## src/rtl/dmem_arb_pkg.sv

```systemverilog
// Shared types and address constants for the data-memory arbiter.
package dmem_arb_pkg;

  typedef enum logic {
    IDLE = 1'b0,
    BUSY = 1'b1
  } state_e;

  typedef logic mid_t;

  localparam mid_t M0 = 1'b0;
  localparam mid_t M1 = 1'b1;

  localparam logic [31:0] DMEM_BASE = 32'h0000_1000;
  localparam logic [31:0] DMEM_END  = 32'h0000_1800;
  localparam logic [31:0] PORTA     = 32'h0000_7f00;
  localparam logic [31:0] PORTB     = 32'h0000_7f10;
  localparam logic [31:0] PORTC     = 32'h0000_7f20;
  localparam logic [31:0] PORTD     = 32'h0000_7ffc;

endpackage

```

## src/rtl/dmem_arb_pick.sv

```systemverilog
// Owner selection for simultaneous requests.
// DMEM_ARB_RR_EN selects round-robin; otherwise m0 has fixed priority.
module dmem_arb_pick
  import dmem_arb_pkg::*;
(
  input  logic req0,
  input  logic req1,
  input  mid_t last,
  output logic valid,
  output mid_t sel
);

`ifndef DMEM_ARB_RR_EN
  logic last_unused;
  assign last_unused = last;
`endif

  always_comb begin
    valid = req0 | req1;
`ifdef DMEM_ARB_RR_EN
    if (req0 && req1) begin
      sel = (last == M0) ? M1 : M0;
    end else begin
      sel = req1 ? M1 : M0;
    end
`else
    sel = req0 ? M0 : M1;
`endif
  end

endmodule

```

## src/rtl/dmem_arbiter.sv

```systemverilog
// Two-master burst arbiter for the single-port data memory / I/O block.
// Optional round-robin selection via DMEM_ARB_RR_EN (see dmem_arb_pick).
module dmem_arbiter
  import dmem_arb_pkg::*;
#(
  parameter int unsigned ADDR_W = 32,
  parameter int unsigned DATA_W = 32,
  parameter int unsigned LEN_W  = 4
) (
  input  logic              clk,
  input  logic              rst_n,
  input  logic              m0_req,
  input  logic              m0_we,
  input  logic [ADDR_W-1:0] m0_addr,
  input  logic [LEN_W-1:0]  m0_len,
  input  logic [DATA_W-1:0] m0_wdata,
  output logic              m0_gnt,
  output logic              m0_ack,
  output logic [DATA_W-1:0] m0_rdata,
  input  logic              m1_req,
  input  logic              m1_we,
  input  logic [ADDR_W-1:0] m1_addr,
  input  logic [LEN_W-1:0]  m1_len,
  input  logic [DATA_W-1:0] m1_wdata,
  output logic              m1_gnt,
  output logic              m1_ack,
  output logic [DATA_W-1:0] m1_rdata,
  output logic              mem_we,
  output logic [ADDR_W-1:0] mem_a,
  output logic [DATA_W-1:0] mem_wd,
  input  logic [DATA_W-1:0] mem_rd
);

  state_e            state_q;
  logic [ADDR_W-1:0] addr_q;
  logic [LEN_W-1:0]  cnt_q;
  mid_t              owner_q;
  mid_t              last_q;
  logic              we_q;
  logic              m0_gnt_q;
  logic              m1_gnt_q;

  logic              pick_valid;
  mid_t              pick_sel;
  logic [ADDR_W-1:0] sel_addr;
  logic [LEN_W-1:0]  sel_len;
  logic              sel_we;
  logic              owner_req;
  logic [DATA_W-1:0] owner_wdata;
  logic              beat;

  dmem_arb_pick u_pick (
    .req0  (m0_req),
    .req1  (m1_req),
    .last  (last_q),
    .valid (pick_valid),
    .sel   (pick_sel)
  );

  // Beat outputs are combinational so an owner dropping req aborts in the same cycle.
  always_comb begin
    sel_addr    = (pick_sel == M1) ? m1_addr : m0_addr;
    sel_len     = (pick_sel == M1) ? m1_len  : m0_len;
    sel_we      = (pick_sel == M1) ? m1_we   : m0_we;
    owner_req   = (owner_q == M1) ? m1_req   : m0_req;
    owner_wdata = (owner_q == M1) ? m1_wdata : m0_wdata;
    beat        = (state_q == BUSY) && owner_req;
    mem_a       = addr_q;
    mem_we      = beat && we_q;
    mem_wd      = beat ? owner_wdata : '0;
    m0_ack      = beat && (owner_q == M0);
    m1_ack      = beat && (owner_q == M1);
    m0_rdata    = m0_ack ? mem_rd : '0;
    m1_rdata    = m1_ack ? mem_rd : '0;
  end

  assign m0_gnt = m0_gnt_q;
  assign m1_gnt = m1_gnt_q;

  always_ff @(posedge clk or negedge rst_n) begin
    if (!rst_n) begin
      state_q  <= IDLE;
      addr_q   <= '0;
      cnt_q    <= '0;
      owner_q  <= M0;
      last_q   <= M0;
      we_q     <= 1'b0;
      m0_gnt_q <= 1'b0;
      m1_gnt_q <= 1'b0;
    end else begin
      case (state_q)
        IDLE: begin
          if (pick_valid) begin
            state_q  <= BUSY;
            owner_q  <= pick_sel;
            last_q   <= pick_sel;
            addr_q   <= sel_addr & ~ADDR_W'(3);
            cnt_q    <= sel_len;
            we_q     <= sel_we;
            m0_gnt_q <= (pick_sel == M0);
            m1_gnt_q <= (pick_sel == M1);
          end
        end
        BUSY: begin
          if (owner_req) begin
            addr_q <= addr_q + ADDR_W'(4);
            cnt_q  <= cnt_q - 1'b1;
          end
          if (!owner_req || (cnt_q == '0)) begin
            state_q  <= IDLE;
            m0_gnt_q <= 1'b0;
            m1_gnt_q <= 1'b0;
          end
        end
        default: state_q <= IDLE;
      endcase
    end
  end

endmodule
```

## config.mk

```make
export PLATFORM = sky130hd
export DESIGN_NAME = dmem_arbiter
export DESIGN_NICKNAME = d
export VERILOG_FILES = /design/src/rtl/dmem_arb_pkg.sv /design/src/rtl/dmem_arb_pick.sv /design/src/rtl/dmem_arbiter.sv
export SDC_FILE = /design/constraint.sdc
export NUM_CORES = 1
export LEC_CHECK = 0
export ABC_AREA = 1
export CORE_AREA = 2 2 119 121
export DETAILED_ROUTE_END_ITERATION = 8
export DIE_AREA = 0 0 121 123
export MAX_ROUTING_LAYER = met4
export PLACE_DENSITY = 0.73
export SYNTH_ARGS = -nofsm -noshare
export SYNTH_HDL_FRONTEND = slang
export SYNTH_SLANG_ARGS = --single-unit
```

## constraint.sdc

```tcl
create_clock -name clk -period 1.64 [get_ports clk]
set_input_delay 0.328 -clock clk [delete_from_list [all_inputs] [get_ports clk]]
set_output_delay 0.328 -clock clk [all_outputs]
set_load 0.005 [all_outputs]
```

# Word level (Yosys, flattened, before mapping)
# Cells that the tools add are included.
totals:
  out_inout_bits: 133
  in_bits: 174
  word_cells: 48
  register_bits: 41
classes:
  bitwise_logic: 3
  reduce_logical: 10
  add_sub_neg: 2
  n_eq_ne: 3
  muxes: 23
ops:
  columns: ["cell", "n"]
  rows:
  - ["32-bit two-way mux", 7]
  - ["32-bit one-hot mux with 2 select lines", 1]
  - ["32-bit by 3-bit adder with 32-bit output (second input constant)", 1]
  - ["4-bit two-way mux", 3]
  - ["1-bit two-way mux", 8]
  - ["4-bit one-hot mux with 2 select lines", 1]
  - ["1-bit one-hot mux with 2 select lines", 3]
  - ["2-bit AND reduction", 3]
  - ["1-bit logical AND", 4]
  - ["4-bit zero test", 1]
  - ["2-bit by 1-bit != test with 1-bit output (second input constant)", 2]
  - ["4-bit by 1-bit subtractor with 4-bit output (second input constant)", 1]
  - ["2-bit != test (second input constant)", 1]
  - ["1-bit inverter", 2]
  - ["1-bit zero test", 1]
  - ["1-bit logical OR", 1]
  - ["1-bit bitwise OR", 1]

# Longest topological paths before layout
# Gate-level depths: netlist (run 1).
logic_depth:
  word_depth: 5
  ltp_mapped: 9
  depth_no_buf: 9

# Modules after synthesis
# A second synthesis (run 1) with hierarchy kept.
hier_totals:
  cells_unflattened: 582
  hier_area_um2: 3707.3
modules_own_cells:
  columns: ["mod", "instances", "cells_each", "seq_area_each_um2", "area_each_um2"]
  rows:
  - ["dmem_arbiter", 1, 579, 975.9, 3693.5]
  - ["dmem_arb_pick", 1, 3, 0.0, 13.8]

# Least setup slack after synthesis (run 1)
# OpenSTA, ideal clock, no wires.
synth_path:
  path_kind: "register to output"
  startpoint: "register owner_q"
  endpoint: "output port mem_wd[22]"
  stages_incl_launch_ff: 8
  path_slack_ns: 0.081
  path_buffers: 1
  t_arrival_ns: 1.231
  t_required_ns: 1.312
  path_cell_list: "dfrtp_1 -> nand2_1 -> o21ai_2 -> nor2_8 -> nand2_4 -> inv_2 -> buf_4 -> a22o_1"
synth_via:
  elab_chain_cells: 3
  word_cells_on_any_way: 4
  classes_between: "mux: 3; reduce/logical: 1"
synth_lines:
  columns: ["item", "line_no", "source"]
  rows:
  - ["from (decl)", "dmem_arbiter.sv:37", "mid_t owner_q;"]
  - ["from (signal assigned)", "dmem_arbiter.sv:95", "owner_q <= pick_sel;"]
  - ["1-bit two-way mux", "dmem_arbiter.sv:65", "owner_req = (owner_q == M1) ? m1_req : m0_req;"]
  - ["1-bit logical AND", "dmem_arbiter.sv:67", "beat = (state_q == BUSY) && owner_req;"]
  - ["32-bit two-way mux *", "dmem_arbiter.sv:70", "mem_wd = beat ? owner_wdata : '0;"]
  - ["to (decl)", "dmem_arbiter.sv:30", "output logic [DATA_W-1:0] mem_wd,"]
# Mark *: on every way between the ends. The rest lies on a longest branch, timed or not.

# Final worst setup path (run 1)
layout_path:
  startpoint: "register owner_q"
  endpoint: "output port mem_wd[4]"
# The elaborated chain is that of the path after synthesis.

==> reports/qor.csv, run 1 <==
stage,metric,value,unit
routing,wirelength,20.0,mm
global_routing,antenna_found_initial,1,
floorplanning,core.rowCount,43,
floorplanning,fp.dieH,123,µm
floorplanning,die_w,121,µm
cts,cts_root_buf,clkbuf_16,
worst_setup_path,critical-path-slowest-cell,dfrtp_2,
cts,cts_made_buffers,5,
cts,clkTransAtPathRegs,60,ps
synth,yosys.area.top_type_share,25.8,%
pwr,power,0.0131,W
final_layout,layout.nets,1111,
global_routing,first_global_vias,4954,
routing,routed_via_density,4.89,
final_layout,layout_commonest_cell,clkdlybuf4s50_1,
sta,fmax,490,MHz
final_layout,area_growth,111,%
place,io_buffers,300,
floorplanning,start_util,27.8,%
sta,clock_skew,3.20,ps
routing,post_drt_wl_per_cell,17.9,µm
outcome,status,"complete, but fails checks",
sta,fin_setup_tns,-35160,ps
worst_setup_path,worst_ep_required_time,1310,ps
floorplanning,core,13600,µm²
worst_setup_path,critPathArrivalTime,1710,ps
sta,setup_ws,-402,ps
global_routing,grt_pass1_wl,27.0,mm
pwr,p_leak,3.64,nW
pwr,cellPowerDensity,1640,nW/µm²
flow_run,maxCapViolCount,0,
synth,async_flop_share,100,%
routing,ant_nets,0,
pwr,peakVddDrop,0.707,mV
cts,cts_tree,built,
worst_setup_path,cp_cell_sequence,o21ai_4 -> nor2_8 -> nand2_4 -> inv_6 -> buf_12 -> buf_6 -> a22o_1 -> buf_2,
worst_setup_path,path_max_fanout,7,
sta,rsz0062_at_grt,yes,
sta,slew_violations,0,
worst_setup_path,end_kind,output port,
routing,drt_iter0_drc,412,
final_layout,final_cell_mix,"clkdlybuf4s50_1 (197), nand2_1 (98), nor2_1 (90)",
sta,period_minus_slack,2040,ps
floorplanning,dieArea,14900,µm²
floorplanning,ios,307,
synth,synth.largest_area_cell,dfrtp_1,
worst_hold_path,hold_class,in2reg,
cts,clk-insertion-delay-late,280,ps
synth,syn_area,3790,µm²
synth,synth-seq-cells,39,
place,place_hpwl,15.2,mm
global_routing,grt_use_total,24.3,%
worst_setup_path,slowest_delay,440,ps
routing,drc,0,
sta,hold_viol,0,
routing,vias,5467,
synth,synth_edf_count,0,
global_routing,grt_overflow,0,
worst_setup_path,cp.buffers_inverters,4,
sta,fin_hold_ws,485,ps
worst_setup_path,start_kind,flop,
synth,synthCells,583,
worst_setup_path,critPathTopFamily,flip-flops,
routing,drt_pass1_iterations,5,
sta,setup_viol,136,
final_layout,drive_gt1_share,30.0,%
place,gp_congestion,0.957,
synth,yosysSeqAreaShare,25.8,%
synth,yosys-top-cells-area,"dfrtp_1 (26%), nor2_1 (14%), a22o_1 (12%)",
synth,synthFlopType,dfrtp_1,
outcome,violations,negative setup slack,
synth,synth.distinct_cells,32,
synth,syn_area_per_cell,6.50,µm²
global_routing,grt_max_degree,37,
cts,cts_sinks,39,
synth,yosys_warnings,0,
worst_setup_path,path_class,reg2out,
cts,cts_max_path_buffers,2,
cts,h-tree-depth,2,
sta,final.period_utilization,125,%
power by group:
| part | internal (W) | switching, W |
|---|---|---|
| registers | 0.00150 | 0.000769 |
| clock network | 0.000758 | 0.000428 |
| logic | 0.00497 | 0.00464 |
Yosys cell counts, types with 4 or more instances:
| cell type | count |
|---|---|
| buf_4 | 8 |
| buf_6 | 6 |
| nor2_1 | 143 |
| nand2_2 | 5 |
| a21oi_1 | 21 |
| inv_1 | 76 |
| nor2_4 | 6 |
| a22oi_1 | 19 |
| nand2_1 | 100 |
| buf_2 | 13 |
| inv_2 | 5 |
| o21ai_0 | 12 |
| a31oi_2 | 6 |
| a31oi_1 | 4 |
| a22o_1 | 51 |
| dfrtp_1 | 39 |
| nand3_1 | 42 |
worst reg2reg max path: stages (launching register included):
cell,delay [ps]
dfrtp_2,440
o21ai_4,190
nor2_8,60
buf_4,130
buf_6,100
buf_6,120
nor2_8,170
buf_12,130
buf_16,170
clkinv_16,90
nor2_1,90
a21oi_1,40
kinds of logic (layout without fill, tap and decap cells):
kind of cell	count (synthesis)	after routing	share of synthesized area [%]
compound gates	120	120	23.8
xor+xnor	1	1	0.231
fa+ha+maj	2	2	0.661
buf+inv	113	465	13.9
flops	39	39	25.8
other cells	1	3	0.0990
simple gates	307	307	35.5
layout make-up:
cell class | count | area [µm²]
repair inverters | 6 | 90.1
fillers | 1282 | 5630
repair buffers | 368 | 3560
multi-input cells | 432 | 2600
well taps | 180 | 225
diodes | 1 | 2.50
flip-flops and latches | 39 | 990
clock buffers | 6 | 139
clock inverters | 2 | 35.0
inverters | 83 | 339
per-layer routing:
metal / track usage (%) / share of wire [%] / up-vias / wire, µm
li1: - / - / 2624 / -
met1: 32.5 / 43 / 2545 / 8530
met2: 38.2 / 47 / 262 / 9420
met3: 4.06 / 7.5 / 36 / 1500
met4: 6.10 / 2.7 / 0 / 534
met5: - / 0 / - / 0
final timing paths:
| kind | from | endpoint | slack, ps | cells past startpoint |
|---|---|---|---|---|
| setup / recovery | owner_q$_DFFE_PN0P_ | mem_wd[4] | -400 | 8 |
| hold / removal | m1_req | m1_gnt$_DFFE_PN0P_ | 490 | 3 |
| setup reg to reg | owner_q$_DFFE_PN0P_ | mem_a[23]$_DFFE_PN0P_ | -210 | 11 |
| hold reg to reg | cnt_q[1]$_DFFE_PN0P_ | cnt_q[1]$_DFFE_PN0P_ | 490 | 2 |
| max in group asynchronous | rst_n | owner_q$_DFFE_PN0P_ | 620 | 3 |
| min in group asynchronous | rst_n | mem_a[25]$_DFFE_PN0P_ | 520 | 2 |
what timing repair did:
action	4_1_cts	5_1_grt
hold endpoints to repair	14	0
pin swaps	18	33
hold buffers	1	0
setup buffers	21	19
cloned	3	7
endpoints found under the setup margin	133	141
resized for setup	320	181
stage by stage:
stage	instances	util, %	area (µm²)	setup slack, ps
2_1_floorplan	584	-	3790	81.2
3_3_place_gp	1068	52.4	7130	-897
3_5_place_dp	1068	52.4	7130	-905
4_1_cts	1101	55.1	7500	-591
5_1_grt	1117	58.7	7990	-450
6_report	1117	58.7	7990	-402
sequential cells by signal, summed over array words and instances (netlist names):
name and cells:
mem_a 30, cnt_q 4, m0_gnt 1, m1_gnt 1, owner_q 1, state_q 1
we_q 1
(Power assumes the default switching activity.)
==> run 2: changes to the inputs <==
RECOVER_POWER = 50   (was unset)
SLEW_MARGIN = 0   (was unset)
==> reports/qor.csv, run 2 (synthesis results as in run 1) <==
stage,metric,value,unit,change
sta,setup_ws,-402,ps,about the same
worst_setup_path,worst_ep_required_time,1310,ps,about the same
floorplanning,dieArea,14900,µm²,unchanged
final_layout,layout.nets,1111,,unchanged
place,gp_congestion,0.957,,unchanged
final_layout,largest_reg_flops,30,,unchanged
sta,slew_violations,0,,unchanged
routing,routed_via_density,4.90,,was 4.89
worst_setup_path,end_kind,output port,,unchanged
worst_setup_path,critPathArrivalTime,1710,ps,about the same
cts,clk-insertion-delay-late,280,ps,about the same
sta,worstMarginPinSlew,943,ps,
outcome,status,"complete, but fails checks",,unchanged
global_routing,grt_overflow,0,,unchanged
cts,h-tree-depth,2,,unchanged
floorplanning,fp.dieH,123,µm,unchanged
cts,cts_tree,built,,unchanged
global_routing,antenna_found_initial,1,,unchanged
worst_setup_path,slowest_delay,440,ps,about the same
cts,cts_max_path_buffers,2,,unchanged
place,io_buffers,300,,unchanged
routing,drc,0,,unchanged
worst_setup_path,cp_cell_sequence,o21ai_4 -> nor2_8 -> nand2_4 -> inv_6 -> buf_12 -> buf_6 -> a22o_1 -> buf_2,,unchanged
cts,clkTransAtPathRegs,60,ps,about the same
routing,vias,5471,,was 5467
worst_setup_path,path_class,reg2out,,unchanged
worst_setup_path,critical-path-slowest-cell,dfrtp_2,,unchanged
routing,post_drt_wl_per_cell,17.9,µm,about the same
routing,ant_nets,0,,unchanged
cts,cts_sinks,39,,unchanged
place,placed_area,7130,µm²,unchanged
final_layout,final_area,7980,µm²,was 7990 µm²
routing,drt_iter0_drc,412,,unchanged
sta,setup_viol,136,,unchanged
global_routing,grt_pass1_wl,27.0,mm,unchanged
place,place_hpwl,15.2,mm,unchanged
final_layout,final_cell_mix,"clkdlybuf4s50_1 (197), nand2_1 (98), nor2_1 (90)",,unchanged
sta,hold_viol,0,,unchanged
sta,final.period_utilization,124,%,was 125%
floorplanning,core,13600,µm²,unchanged
floorplanning,core.rowCount,43,,unchanged
global_routing,grt_max_degree,37,,unchanged
global_routing,grt_use_total,24.3,%,unchanged
final_layout,drive_gt1_share,29.9,%,was 30.0%
sta,rsz0062_at_grt,yes,,unchanged
floorplanning,start_util,27.8,%,unchanged
floorplanning,ios,307,,unchanged
outcome,violations,negative setup slack,,unchanged
worst_setup_path,path_max_fanout,7,,unchanged
pwr,peakVddDrop,0.707,mV,about the same
pwr,p_leak,3.63,nW,was 3.64 nW
sta,relSlewSlack,37.2,%,
global_routing,first_global_vias,4954,,unchanged
final_layout,layout_commonest_cell,clkdlybuf4s50_1,,unchanged
worst_setup_path,start_kind,flop,,unchanged
final_layout,area_growth,111,%,about the same
sta,fmax,490,MHz,about the same
cts,cts_root_buf,clkbuf_16,,unchanged
sta,clock_skew,2.93,ps,was 3.20 ps
flow_run,maxCapViolCount,0,,unchanged
sta,fin_setup_tns,-35100,ps,was -35160 ps
sta,period_minus_slack,2040,ps,about the same
pwr,cellPowerDensity,1640,nW/µm²,about the same
routing,drt_pass1_iterations,5,,unchanged
routing,wirelength,20.0,mm,about the same
cts,cts_made_buffers,5,,unchanged
floorplanning,die_w,121,µm,unchanged
worst_hold_path,hold_class,in2reg,,unchanged
-- run 2: cell types whose count changed in the layout (fill, tap and decap cells not counted), sizes merged --
cell,delta
clkbuf,+1
buf,-1
-- run 2: routing by layer --
layer,global-route usage [%],vias to the layer above,routed length (µm)
li1,-,2625,-
met1,32.5,2546,8510
met2,38.2,262,9370
met3,4.06,38,1520
met4,6.10,0,567
met5,-,-,0
-- run 2: final cells by class --
class,instances,area (µm²)
Clock inverter,2,35.0
Tap cell,180,225
Antenna cell,1,2.50
Timing Repair inverter,6,90.1
Sequential cell,39,990
Clock buffer,6,139
Multi-Input combinational cell,432,2600
Inverter,83,339
Timing Repair Buffer,368,3550
Fill cell,1283,5640
-- run 2: worst paths after layout --
| path | from | cells past startpoint | slack (ps) | end |
|---|---|---|---|---|
| setup reg to reg | owner_q$_DFFE_PN0P_ | 11 | -210 | mem_a[23]$_DFFE_PN0P_ |
| min in group asynchronous | rst_n | 2 | 710 | mem_a[25]$_DFFE_PN0P_ |
| max in group asynchronous | rst_n | 3 | 130 | owner_q$_DFFE_PN0P_ |
| hold / removal | m1_req | 3 | 490 | m1_gnt$_DFFE_PN0P_ |
| setup / recovery | owner_q$_DFFE_PN0P_ | 8 | -400 | mem_wd[4] |
| hold reg to reg | cnt_q[1]$_DFFE_PN0P_ | 2 | 490 | cnt_q[1]$_DFFE_PN0P_ |
-- run 2: power by group --
group | leakage [nW] | total (W) | switching (W) | internal, W
sequential | 0.443 | 0.00227 | 0.000767 | 0.00150
clock | 0.0869 | 0.00119 | 0.000427 | 0.000758
combinational | 3.10 | 0.00960 | 0.00463 | 0.00497
-- run 2: stage by stage --
| stage | hold slack, ps | util [%] | setup slack (ps) | total power (W) | std cells |
|---|---|---|---|---|---|
| after floorplan | 32.4 | - | 81.2 | 0.00592 | 584 |
| after global placement | 280 | 52.4 | -897 | 0.00969 | 1068 |
| after detailed placement | 282 | 52.4 | -905 | 0.00982 | 1068 |
| after CTS | 491 | 55.1 | -591 | 0.0113 | 1101 |
| after global routing | 517 | 58.6 | -450 | 0.0139 | 1117 |
| final | 486 | 58.6 | -402 | 0.0131 | 1117 |
-- run 2: repair_timing --
action / CTS / global route
setup buffers: 21 / 19
hold buffers: 1 / 0
pin swaps: 18 / 33
resized for setup: 320 / 181
cloned: 3 / 7
setup endpoints to repair: 133 / 141
endpoints found under the hold margin: 14 / 0
-- run 2: critical path, delay by kind of cell, from the launching register on --
| kind | cells | cell delay (ps) |
|---|---|---|
| buffers and inverters | 4 | 430 |
| AOI/OAI and AO/OA | 2 | 400 |
| and+or+nand+nor | 2 | 150 |
| DFF | 1 | 440 |
